## src/rtl/if_id_skid_reg.sv

```systemverilog
// IF/ID pipeline register with a 2-entry skid buffer and valid/ready handshakes.
// All outputs are registered or decoded from state; flush empties both entries.
module if_id_skid_reg #(
    parameter int unsigned        PC_W      = 32,
    parameter int unsigned        INSTR_W   = 32,
    parameter logic [INSTR_W-1:0] NOP_INSTR = '0
) (
    input  logic               clk_i,
    input  logic               rst_i,
    input  logic               flush_i,
    input  logic               in_valid_i,
    output logic               in_ready_o,
    input  logic [PC_W-1:0]    pc_plus4_i,
    input  logic [INSTR_W-1:0] instr_i,
    output logic               out_valid_o,
    input  logic               out_ready_i,
    output logic [PC_W-1:0]    pc_plus4_o,
    output logic [INSTR_W-1:0] instr_o,
    output logic [15:0]        imm_o
);

    typedef enum logic [1:0] {
        EMPTY = 2'd0,
        ONE   = 2'd1,
        TWO   = 2'd2
    } state_e;

    state_e             state_q, state_d;
    logic [PC_W-1:0]    main_pc_q, main_pc_d;
    logic [INSTR_W-1:0] main_instr_q, main_instr_d;
    logic [PC_W-1:0]    skid_pc_q, skid_pc_d;
    logic [INSTR_W-1:0] skid_instr_q, skid_instr_d;
    logic               acc, take;

    assign in_ready_o  = (state_q != TWO);
    assign out_valid_o = (state_q != EMPTY);
    assign pc_plus4_o  = main_pc_q;
    assign instr_o     = main_instr_q;
    assign imm_o       = main_instr_q[15:0];

    assign acc  = in_valid_i & in_ready_o;
    assign take = out_valid_o & out_ready_i;

    always_comb begin
        state_d      = state_q;
        main_pc_d    = main_pc_q;
        main_instr_d = main_instr_q;
        skid_pc_d    = skid_pc_q;
        skid_instr_d = skid_instr_q;

        unique case (state_q)
            EMPTY: begin
                if (acc) begin
                    state_d      = ONE;
                    main_pc_d    = pc_plus4_i;
                    main_instr_d = instr_i;
                end
            end
            ONE: begin
                if (acc && take) begin
                    main_pc_d    = pc_plus4_i;
                    main_instr_d = instr_i;
                end else if (acc) begin
                    state_d      = TWO;
                    skid_pc_d    = pc_plus4_i;
                    skid_instr_d = instr_i;
                end else if (take) begin
                    state_d = EMPTY;
                end
            end
            TWO: begin
                if (take) begin
                    state_d      = ONE;
                    main_pc_d    = skid_pc_q;
                    main_instr_d = skid_instr_q;
                end
            end
            default: state_d = EMPTY;
        endcase

        // Flush overrides any handshake decided above.
        if (flush_i) begin
            state_d      = EMPTY;
            main_pc_d    = '0;
            main_instr_d = NOP_INSTR;
            skid_pc_d    = '0;
            skid_instr_d = NOP_INSTR;
        end
    end

    always_ff @(posedge clk_i) begin
        if (rst_i) begin
            state_q      <= EMPTY;
            main_pc_q    <= '0;
            main_instr_q <= NOP_INSTR;
            skid_pc_q    <= '0;
            skid_instr_q <= NOP_INSTR;
        end else begin
            state_q      <= state_d;
            main_pc_q    <= main_pc_d;
            main_instr_q <= main_instr_d;
            skid_pc_q    <= skid_pc_d;
            skid_instr_q <= skid_instr_d;
        end
    end

endmodule

```

## config.mk

```make
export PLATFORM = sky130hd
export DESIGN_NAME = if_id_skid_reg
export DESIGN_NICKNAME = d
export VERILOG_FILES = /design/src/rtl/if_id_skid_reg.sv
export SDC_FILE = /design/constraint.sdc
export NUM_CORES = 1
export LEC_CHECK = 0
export ABC_AREA = 1
export BUFFER_PORTS_ARGS = -buffer_cell sky130_fd_sc_hd__buf_2
export CORE_MARGIN = 1.5
export CORE_UTILIZATION = 53
export DETAILED_ROUTE_END_ITERATION = 10
export HOLD_SLACK_MARGIN = 0.02
export PLACE_DENSITY = 0.91
export SLEW_MARGIN = 30
export SYNTH_ARGS = -nofsm -noshare
export SYNTH_HDL_FRONTEND = slang
export SYNTH_SLANG_ARGS = --single-unit
export TNS_END_PERCENT = 20
```

## constraint.sdc

```tcl
create_clock -name clk_i -period 1.6 [get_ports clk_i]
set_input_delay 0.32 -clock clk_i [delete_from_list [all_inputs] [get_ports clk_i]]
set_output_delay 0.32 -clock clk_i [all_outputs]
set_load 0.01 [all_outputs]
```

==> results.py <==
metrics = {
    "min_path": {
        "min_from": "pc_plus4_i[4]",
        "hold_class": "input pin to register",
    },
    "critical_path": {
        "r2r_start": "state_q[0]$_SDFFE_PP0P_",
        "ff2ff_path_depth": 9,
        "slowest_delay_ps": 330,
        "critPathRequiredTime_ps": 1280,
        "crit_path_top_delay_cell": "dfxtp_2",
        "crit_end": "in_ready_o",
        "crit_path_start_kind": "register",
        "crit_start": "state_q[0]$_SDFFE_PP0P_",
        "rr_endpoint": "pc_plus4_o[19]$_SDFFE_PP0P_",
        "crit_cells": 4,
        "crit_fanout": 4,
        "cp-end-kind": "output pin",
        "crit_family": "flip-flops",
        "r2r_slack_ps": 240,
        "worstPathBufferInverterCount": 3,
        "arrival_ps": 1210,
        "critPathKind": "register to output pin",
        "path_cells": "inv_2, nand2_4, buf_8, buf_2",
    },
    "finish": {
        "fillers": 912,
        "layout-drive-gt1-share_pct": 19.7,
        "multi_input_area_um2": 2580,
        "nets": 1115,
        "areaGrowthSynthToFinish_pct": 23.7,
        "ff_latch_area_um2": 2610,
        "insertedDiodeCount": 0,
    },
    "route": {
        "drcViolationCount": 0,
        "drt_iter0_markers": 417,
        "vias": 5587,
        "post_drt_wl_per_cell_um": 10.9,
        "dr.pass1.iters": 5,
        "ant_nets": 0,
        "wl_um": 13000,
        "vias_per_cell": 4.66,
    },
    "grt": {
        "grt_pass1_vias": 5003,
        "use_met3_pct": 6.27,
        "grt_overflow": 0,
        "grt_most_used_layer": "met2",
        "grt_max_degree": 65,
        "grt_use_met1_pct": 28.2,
        "grtUsageMet2_pct": 40.1,
        "antenna_found_initial": 0,
        "grt_first_pass_wirelength_um": 22000,
        "grt_use_total_pct": 23.2,
    },
    "clock_network": {
        "clk_latency_ps": 500,
        "clock-root-buffer": "clkbuf_8",
        "clkTransAtPathRegs_ps": 60,
        "numCtsBuffers": 17,
        "cts_sinks": 130,
        "cts_tree": "done",
        "cts_hold_buf": 0,
        "cts_htree_levels": 4,
        "clk_path_buf_depth": 2,
    },
    "sta": {
        "rsz0062_at_grt": "no",
        "finalHoldViolCount": 0,
        "tightest_slew_ps": 313,
        "finalSetupViolCount": 0,
        "skew_ps": 11.7,
        "drv_slew": 0,
        "setup_tns_ps": 0,
        "post-route-period-util_pct": 95.8,
        "fin_crit_ps": 1530,
        "max_freq_mhz": 652,
        "relSlewSlack_pct": 78.9,
    },
    "synthesis": {
        "yosysWarnings": 0,
        "synth_cell_types": 16,
        "seq_area_frac_synth_pct": 44.1,
        "synth_cells": 932,
        "synth_area_um2": 5900,
        "synth-seq-cells": 130,
        "avgSynthCellArea_um2": 6.33,
        "synth_nets": 1001,
    },
    "placed_design": {
        "dp_hpwl_um": 8030,
        "gp_congestion": 0.754,
        "numPortBuffers": 150,
    },
    "status": {
        "status": "completed",
    },
    "power": {
        "total_power_mw": 8.43,
        "ir_worst_vdd_uv": 537,
        "p_per_area_nw_per_um2": 1160,
        "power_leakage_nw": 3.68,
    },
    "job": {
        "cap_viol_max_count": 0,
    },
    "die": {
        "start_util_pct": 54.4,
        "rows": 38,
        "core_region_area_um2": 10800,
        "die_area_um2": 11800,
        "io_pins": 151,
        "fp.dieH_um": 109,
        "dieWidth_um": 109,
    },
}
==> how the worst min path moves through the flow <==
stage	cells after the start	endpoint
after floorplan	2	skid_instr_q[23]$_SDFFE_PP0P_
after global placement	2	skid_pc_q[7]$_SDFFE_PP0P_
after detailed placement	2	skid_pc_q[5]$_SDFFE_PP0P_
after CTS	3	skid_pc_q[4]$_SDFFE_PP0P_
after global routing	3	skid_instr_q[13]$_SDFFE_PP0P_
final	3	skid_pc_q[4]$_SDFFE_PP0P_
==> through the flow <==
step	area, um^2	worst slack (ps)	hold WS, ps	utilization (%)	instances
5_1_grt	7300	2.23	53.9	67.3	1198
4_1_cts	7280	16.6	49.2	67.1	1196
3_3_place_gp	6600	285	461	60.9	1164
2_1_floorplan	5900	435	455	-	932
3_5_place_dp	6600	219	471	60.9	1164
6_report	7300	67.2	70.0	67.3	1198
==> kinds of logic after synthesis <==
logic type             count (synthesis)  synth area share (%)
DFF                                  130                  44.1
buffers and inverters                145                  12.5
and+or+nand+nor                      590                  37.7
AOI/OAI and AO/OA                     67                  5.68
==> synthesized netlist by cell type <==
| library cell | count | area share (%) |
|---|---|---|
| buf_6 | 8 | 1.5 |
| nand3_1 | 2 | 0.17 |
| buf_4 | 30 | 3.8 |
| clkbuf_2 | 1 | 0.085 |
| inv_1 | 70 | 4.5 |
| a21oi_1 | 2 | 0.17 |
| buf_2 | 15 | 1.3 |
| nand2_1 | 327 | 21 |
| inv_2 | 4 | 0.25 |
| dfxtp_1 | 130 | 44 |
| o21ai_1 | 9 | 0.76 |
| nor2_2 | 1 | 0.11 |
| o21ai_0 | 56 | 4.8 |
| nand2_2 | 2 | 0.21 |
| nor2_1 | 258 | 16 |
| clkbuf_1 | 17 | 1.1 |
==> layer usage <==
layer  vias up  wire length [um]
met4         0                77
met3         8               706
met1      2456              6010
li1       2976                 -
met5         -                 0
met2       147              6220
==> cell usage in the layout, fill, tap and decap left out, types with 5 or more instances in the layout <==
| cell type | Yosys | layout |
|---|---|---|
| buf_12 | 0 | 10 |
| buf_2 | 15 | 150 |
| buf_4 | 30 | 5 |
| bufinv_16 | 0 | 6 |
| clkbuf_16 | 0 | 16 |
| dfxtp_1 | 130 | 128 |
| inv_1 | 70 | 70 |
| nand2_1 | 327 | 326 |
| nor2_1 | 258 | 256 |
| o21ai_0 | 56 | 56 |
| o21ai_1 | 9 | 9 |
==> final cells by class <==
cell class | count | area share (%)
clock inverter | 13 | 3.21
inverter | 74 | 3.81
multi-input combinational | 657 | 35.4
timing repair buffer | 166 | 13.8
tap | 140 | 2.40
clock buffer | 18 | 5.73
sequential | 130 | 35.7
==> repair_timing <==
item	4_1_cts	5_1_grt
resized for setup	5	1
buffers inserted	1	2
endpoints found under the setup margin	1	2
==> report_power, final <==
part           switching [mW]  total (mW)  internal, mW
Clock                    1.42        4.26          2.84
Combinational           0.469       0.792         0.323
Sequential             0.0500        3.38          3.33
==> state kept, by name, summed over array words and instances (netlist names) <==
name,flops
skid_pc_q,32
pc_plus4_o,32
state_q,2
instr_o,32
skid_instr_q,32
==> tightest hold or removal path: cells and delay by family <==
| kind | cells | cell delay, ps |
|---|---|---|
| and+or+nand+nor | 1 | 70 |
| buffers and inverters | 1 | 80 |
| AOI/OAI and AO/OA | 1 | 60 |
Note: power is estimated with default switching activity, not from simulation.
